===== src/rtl/sym_fir_stream.sv =====
// Symmetric streaming FIR: folds mirrored taps with a pre-adder, then multiplies, sums, rounds and saturates.
// Latency: out_valid rises 4 clk cycles after the edge that accepts a sample; throughput 1 sample/cycle.
// Backpressure: in_ready = 1 only in RUN; a coefficient commit drops it until the pipeline drains and the bank swaps.
//
// Ports: clk/clr (async active-high); coeff_we/coeff_addr/coeff_data write the shadow bank;
// coeff_commit requests shadow->active copy; in_valid/in_ready/in_data sample input;
// out_valid (1-cycle pulse), out_data/out_sat (held between pulses).
module sym_fir_stream #(
    parameter int DATA_WIDTH  = 12,
    parameter int COEFF_WIDTH = 8,
    parameter int TAPS        = 12,
    parameter int OUT_WIDTH   = 16,
    parameter int OUT_SHIFT   = 0,
    localparam int UNIQ       = (TAPS + 1) / 2,
    localparam int AW         = (UNIQ > 1) ? $clog2(UNIQ) : 1,
    localparam int ACC_WIDTH  = DATA_WIDTH + COEFF_WIDTH + 1 + $clog2(UNIQ)
) (
    input  logic                          clk,
    input  logic                          clr,
    input  logic                          coeff_we,
    input  logic [AW-1:0]                 coeff_addr,
    input  logic signed [COEFF_WIDTH-1:0] coeff_data,
    input  logic                          coeff_commit,
    input  logic                          in_valid,
    output logic                          in_ready,
    input  logic signed [DATA_WIDTH-1:0]  in_data,
    output logic                          out_valid,
    output logic signed [OUT_WIDTH-1:0]   out_data,
    output logic                          out_sat
);

    localparam int HALF = TAPS / 2;
    localparam int P_W  = DATA_WIDTH + 1;          // pre-adder result
    localparam int M_W  = P_W + COEFF_WIDTH;       // full-precision product
    localparam int R_W  = ACC_WIDTH + 1;           // headroom for the rounding add
    localparam int C_W  = ((R_W > OUT_WIDTH) ? R_W : OUT_WIDTH) + 1;

    // Half-LSB rounding constant; evaluates to zero when no shift is applied.
    localparam logic signed [R_W-1:0] RND     = R_W'((64'sd1 <<< OUT_SHIFT) >>> 1);
    localparam logic signed [C_W-1:0] SAT_MAX = (C_W'(1) <<< (OUT_WIDTH - 1)) - C_W'(1);
    localparam logic signed [C_W-1:0] SAT_MIN = ~SAT_MAX;

    typedef enum logic [1:0] {RUN, DRAIN, SWAP} state_t;

    state_t                         state_q, state_d;
    logic signed [DATA_WIDTH-1:0]   x_q[TAPS], x_d[TAPS];
    logic signed [P_W-1:0]          p_q[UNIQ], p_d[UNIQ];
    logic signed [M_W-1:0]          m_q[UNIQ], m_d[UNIQ];
    logic signed [ACC_WIDTH-1:0]    acc_q, acc_d;
    logic signed [COEFF_WIDTH-1:0]  shadow_q[UNIQ], shadow_d[UNIQ];
    logic signed [COEFF_WIDTH-1:0]  active_q[UNIQ], active_d[UNIQ];
    logic                           x_vld_q, x_vld_d;
    logic                           p_vld_q, p_vld_d;
    logic                           m_vld_q, m_vld_d;
    logic                           a_vld_q, a_vld_d;
    logic                           out_valid_q, out_valid_d;
    logic signed [OUT_WIDTH-1:0]    out_data_q, out_data_d;
    logic                           out_sat_q, out_sat_d;

    logic                           accept;
    logic signed [R_W-1:0]          r_c;
    logic signed [C_W-1:0]          rx_c;

    assign in_ready  = (state_q == RUN);
    assign accept    = in_valid && in_ready;
    assign out_valid = out_valid_q;
    assign out_data  = out_data_q;
    assign out_sat   = out_sat_q;

    always_comb begin
        state_d     = state_q;
        x_d         = x_q;
        shadow_d    = shadow_q;
        active_d    = active_q;
        out_data_d  = out_data_q;
        out_sat_d   = out_sat_q;
        p_d         = p_q;
        m_d         = m_q;
        acc_d       = '0;
        r_c         = '0;
        rx_c        = '0;

        // Valid bits march alongside the data; the delay-line update is stage 0.
        x_vld_d     = accept;
        p_vld_d     = x_vld_q;
        m_vld_d     = p_vld_q;
        a_vld_d     = m_vld_q;
        out_valid_d = a_vld_q;

        if (accept) begin
            x_d[0] = in_data;
            for (int k = 1; k < TAPS; k++) begin
                x_d[k] = x_q[k-1];
            end
        end

        // Pre-add mirrored taps. The odd-length centre tap has no partner and is not doubled.
        for (int k = 0; k < HALF; k++) begin
            p_d[k] = P_W'(x_q[k]) + P_W'(x_q[TAPS-1-k]);
        end
        if (TAPS % 2 == 1) begin
            p_d[UNIQ-1] = P_W'(x_q[UNIQ-1]);
        end

        // The active bank is only read here; the swap waits until nothing upstream of this stage is live.
        for (int k = 0; k < UNIQ; k++) begin
            m_d[k] = M_W'(p_q[k]) * M_W'(active_q[k]);
        end

        for (int k = 0; k < UNIQ; k++) begin
            acc_d = acc_d + ACC_WIDTH'(m_q[k]);
        end

        r_c  = (R_W'(acc_q) + RND) >>> OUT_SHIFT;
        rx_c = C_W'(r_c);
        if (a_vld_q) begin
            if (rx_c > SAT_MAX) begin
                out_data_d = OUT_WIDTH'(SAT_MAX);
                out_sat_d  = 1'b1;
            end else if (rx_c < SAT_MIN) begin
                out_data_d = OUT_WIDTH'(SAT_MIN);
                out_sat_d  = 1'b1;
            end else begin
                out_data_d = OUT_WIDTH'(rx_c);
                out_sat_d  = 1'b0;
            end
        end

        if (coeff_we && (int'(coeff_addr) < UNIQ)) begin
            shadow_d[coeff_addr] = coeff_data;
        end

        case (state_q)
            RUN: begin
                if (coeff_commit) begin
                    state_d = DRAIN;
                end
            end
            DRAIN: begin
                if (!(x_vld_q || p_vld_q || m_vld_q || a_vld_q)) begin
                    state_d = SWAP;
                end
            end
            SWAP: begin
                active_d = shadow_q;
                state_d  = RUN;
            end
            default: state_d = RUN;
        endcase
    end

    always_ff @(posedge clk or posedge clr) begin
        if (clr) begin
            state_q     <= RUN;
            acc_q       <= '0;
            x_vld_q     <= 1'b0;
            p_vld_q     <= 1'b0;
            m_vld_q     <= 1'b0;
            a_vld_q     <= 1'b0;
            out_valid_q <= 1'b0;
            out_data_q  <= '0;
            out_sat_q   <= 1'b0;
            for (int k = 0; k < TAPS; k++) begin
                x_q[k] <= '0;
            end
            for (int k = 0; k < UNIQ; k++) begin
                p_q[k]      <= '0;
                m_q[k]      <= '0;
                shadow_q[k] <= '0;
                active_q[k] <= '0;
            end
        end else begin
            state_q     <= state_d;
            x_q         <= x_d;
            p_q         <= p_d;
            m_q         <= m_d;
            acc_q       <= acc_d;
            shadow_q    <= shadow_d;
            active_q    <= active_d;
            x_vld_q     <= x_vld_d;
            p_vld_q     <= p_vld_d;
            m_vld_q     <= m_vld_d;
            a_vld_q     <= a_vld_d;
            out_valid_q <= out_valid_d;
            out_data_q  <= out_data_d;
            out_sat_q   <= out_sat_d;
        end
    end

endmodule


===== config.mk =====
export PLATFORM = sky130hd
export DESIGN_NAME = sym_fir_stream
export DESIGN_NICKNAME = d
export VERILOG_FILES = /design/src/rtl/sym_fir_stream.sv
export SDC_FILE = /design/constraint.sdc
export NUM_CORES = 2
export LEC_CHECK = 0
export CAP_MARGIN = 5
export CORE_UTILIZATION = 50
export DETAILED_ROUTE_END_ITERATION = 8
export PLACE_DENSITY_LB_ADDON = 0.15
export RECOVER_POWER = 25
export SYNTH_ARGS = -nofsm -noshare
export SYNTH_HDL_FRONTEND = slang
export SYNTH_SLANG_ARGS = --single-unit

===== constraint.sdc =====
create_clock -name clk -period 15.7 [get_ports clk]
set_input_delay 2.355 -clock clk [delete_from_list [all_inputs] [get_ports clk]]
set_output_delay 2.355 -clock clk [all_outputs]
set_load 0.005 [all_outputs]

==> results <==
- The area enclosed by the die boundary is 89600 sq um.
- The worst clock skew is 0.0645 ns.
- The TritonCTS clock tree is yes.
- At the placement stage, the worst setup path has a slack of 10.22 ns.
- The number of DRC markers in iteration 0 is 1799.
- In the layout the commonest cells are sky130_fd_sc_hd__inv_1, sky130_fd_sc_hd__fa_1, sky130_fd_sc_hd__dfrtp_1.
- The half-perimeter wire length of the detailed placement result is 80.4 mm.
- For the finished layout, the period the worst path requires is 5.02 ns.
- Broken down by cell family, the worst path's largest delay share belongs to adder cells.
- The final estimated routing congestion in global placement is 0.892.
- In the post-synthesis netlist, the biggest area contributors are sky130_fd_sc_hd__dfrtp_1, sky130_fd_sc_hd__fa_1, sky130_fd_sc_hd__ha_1.
- The first global-routing pass estimated 164 mm of wire.
- The cell at the slowest stage of the critical path is sky130_fd_sc_hd__dfrtp_1.
- After routing, the total negative slack on setup checks comes to 0 ns.
- The multi-input combinational cells in the finished layout cover a total of 28200 sq um.
- For this run, asynchronously set or reset flops after synthesis account for 100%.
- Cells with a size suffix above 1 make up 8.07% of the layout.
- The buffer depth of the longest clock path is 3.
- For this design, the sink count on the clock tree is 492.
- The final setup slack of the worst path is 10.68 ns.
- The required time reported for the critical path endpoint is 16.14 ns.
- The post-synthesis sequential element count is 492.
- Relative to the synthesized area, the layout overhead comes to 8.09%.
- The number of nets in the layout is 5188.
- Across all layers, the routed design uses 28000 vias.
- The average instance in the mapped netlist occupies 10.5 sq um.
- For this block, the routed nets add up to 99.0 mm of wire.
- Input and output buffers added on the ports amount to 46.
- In this run, post-CTS repair resized a total of 0 instances.
- The filler cells instantiated in the layout total 7765.
- The period utilization is 32.0%.
- The post-CTS repair timing setup buffer count is 0.
- The checks that failed: max-capacitance violations, max-slew violations.
- In this run the number of H-tree levels came out at 2.
- The worst setup path is launched from a register.
- Clock tree synthesis inserted a total of 54 buffers.
- The count of different cell masters after synthesis is 78.
- The actual transition at the worst max-transition pin is 3.28 ns.
- The share of synthesized area in the top cell type comes to 27.9%.
- Of all nets on the critical path, the largest fanout is 14.
- Once layout is complete, the utilization of the core stands at 54.8%.
- For the worst-skew pair, the clock arrives at the later sink with an insertion delay of 0.65 ns.
- The clock input transition at the sequential cells of the worst setup and hold paths is 0.06 ns.
- In this run the core area contains 108 standard-cell rows.
- The largest net degree at the start of global routing is 177.
- The pre-antenna-repair detailed-routing pass consisted of 7 iterations.
- The global-route usage over all layers is 23.3%.
- The number of warning messages in the yosys log is 0.
- Dividing the detail-routed wire length by the instance count gives 18.2 microns.
- The type of the worst setup path is register to register.
- The max-slew violation total from the final report is 91.
- For this design the top-level I/O count stands at 47.
- Counting stages on the worst path, the most repeated cell is sky130_fd_sc_hd__fa_1.
- The number of nets handed over by synthesis was 5162.
- Setup violations remaining at the end of the flow were counted as 0.
- The most used flip-flop cell after synthesis is sky130_fd_sc_hd__dfrtp_1.
- For this run, the slowest stage of the critical path takes 0.61 ns.
- Data on the critical path arrives at its endpoint at 5.46 ns.
- The initial antenna violation count is 5.
- Leaving out fill and tap cells, the most frequent cell in the layout is sky130_fd_sc_hd__inv_1.
- From left edge to right edge, the die measures 299 microns.
- The detail route stage leaves a number of antenna-violating nets equal to 0.
- The kind of path behind the tightest hold check is register to register.
- The number of max-cap violations is 2.
- The initial standard-cell utilization of the core is 50.7%.
- Clock tree synthesis selected as its root buffer the cell sky130_fd_sc_hd__clkbuf_16.
- The total core area is 87200 sq um.
- In this run, synthesis inferred 0 flip-flops with an integrated enable.
- The sequential element share of the synthesized area is 27.9%.
- The total count of hold-check failures in the final report is 0.
- The remaining max-slew budget at the tightest pin is -119%.
- Dividing the detail-routed via count by the number of cells gives 5.16.
- Setup repair after global routing left no endpoint under its margin.
- The post-route DRC violation count is 0.
- The achievable frequency is 0.199 GHz.
- The endpoint type of the worst setup path is a register.
- The number of standard cells in the layout, taps in and fillers out is 5430.
- After global routing the overflow that remains totals 0.
- The number of global-route vias before repair is 29500.
- Summing every instance area after synthesis gives 44200 sq um.
- The synthesized design spends more area on one cell type than any other, namely sky130_fd_sc_hd__dfrtp_1.
- The area occupied by registers is 12300 sq um.
- The flow ran to the end, but the final reports show violations.
- The height of the die is 299 microns.
- In this run, placement finished with an instance count of 5329.
- The number of buffers inserted by hold repair at cts is 0.
- The critical path contains buffers and inverters numbering 3 combined.
- The instance count of the mapped netlist is 4204.
- Traced cell by cell, the critical path runs through nand2_1 > fa_1 > fa_1 > inv_1 > fa_1 > inv_1 > fa_1 > inv_1 > ha_1 > o21a_1 > o31a_1 > o211ai_1 > a21o_1 > a21oi_1 > nor4_1 > nor3_1.
## layout make-up
class | instances | share of cell area (%)
multi-input cells | 2754 | 59.1
flip-flops and latches | 492 | 25.8
inverters | 874 | 6.87
clock buffers | 69 | 3.11
well taps | 1155 | 3.03
repair buffers | 54 | 1.13
clock inverters | 31 | 0.946
diodes | 1 | 0.00524
## metal layers
metal | track usage, % | part of all wire (%)
met1 | 34.9 | 49
met2 | 36.5 | 45
met3 | 2.63 | 4.1
met4 | 5.53 | 2.4
met5 | 0 | 0
## through the flow
stage	hold slack [ns]	cell area [sq um]
floorplan	0.352	44200
global placement	0.361	45900
detailed placement	0.370	45900
CTS	0.394	47800
global route	0.395	47800
finish	0.388	47800
## state kept, by name, indices dropped and copies added (netlist names)
name	cells
p_q	78
active_q	48
m_vld_d	1
a_vld_d	1
shadow_q	48
out_data	16
m_q	126
a_vld_q	1
acc_q	24
out_sat	1
state_q	2
x_q	144
p_vld_d	1
out_valid	1
## final timing paths
path                               from            to  slack [ns]  cells past startpoint
min in group asynchronous           clr       x_q[70]        2.32                      3
max in group asynchronous           clr  out_data[10]       10.84                      5
max                        active_q[34]      m_q[104]       10.68                     16
min                             m_vld_d       a_vld_d        0.39                      0
max reg2reg                active_q[34]      m_q[104]       10.68                     16
min reg2reg                     m_vld_d       a_vld_d        0.39                      0
## synthesized netlist by cell type, types with 11 or more instances
cell                       count
sky130_fd_sc_hd__nand2_1     234
sky130_fd_sc_hd__fa_1        602
sky130_fd_sc_hd__o21ai_0      90
sky130_fd_sc_hd__a31oi_1      13
sky130_fd_sc_hd__o21a_1       28
sky130_fd_sc_hd__xnor2_1     154
sky130_fd_sc_hd__xor2_1       30
sky130_fd_sc_hd__o31ai_1      13
sky130_fd_sc_hd__and2_1      403
sky130_fd_sc_hd__buf_2        12
sky130_fd_sc_hd__nor2_1      158
sky130_fd_sc_hd__nand3_1      26
sky130_fd_sc_hd__nor3_1       33
sky130_fd_sc_hd__o21ai_1      19
sky130_fd_sc_hd__mux2_2      223
sky130_fd_sc_hd__inv_1       873
sky130_fd_sc_hd__a21o_1       37
sky130_fd_sc_hd__ha_1        328
sky130_fd_sc_hd__dfrtp_1     492
sky130_fd_sc_hd__clkbuf_1     69
sky130_fd_sc_hd__a21oi_1     119
sky130_fd_sc_hd__o211ai_1     23
sky130_fd_sc_hd__nand2b_1     31
sky130_fd_sc_hd__nor2b_1      32
sky130_fd_sc_hd__a211oi_1     11
## cell families (layout without fill, tap and decap cells)
kind of cell / count (synthesis) / count (layout) / share of synthesized area [%]
simple gates: 981 / 981 / 11.7
buf+inv: 958 / 1028 / 8.17
fa+ha+maj: 930 / 930 / 36.6
flops: 492 / 492 / 27.9
compound gates: 434 / 434 / 6.38
mux: 225 / 225 / 5.73
xor+xnor: 184 / 184 / 3.65
other cells: 0 / 1 / 0
Power is not shown: default switching activity piles up to over one toggle a cycle in this logic, so the estimate is an artifact.
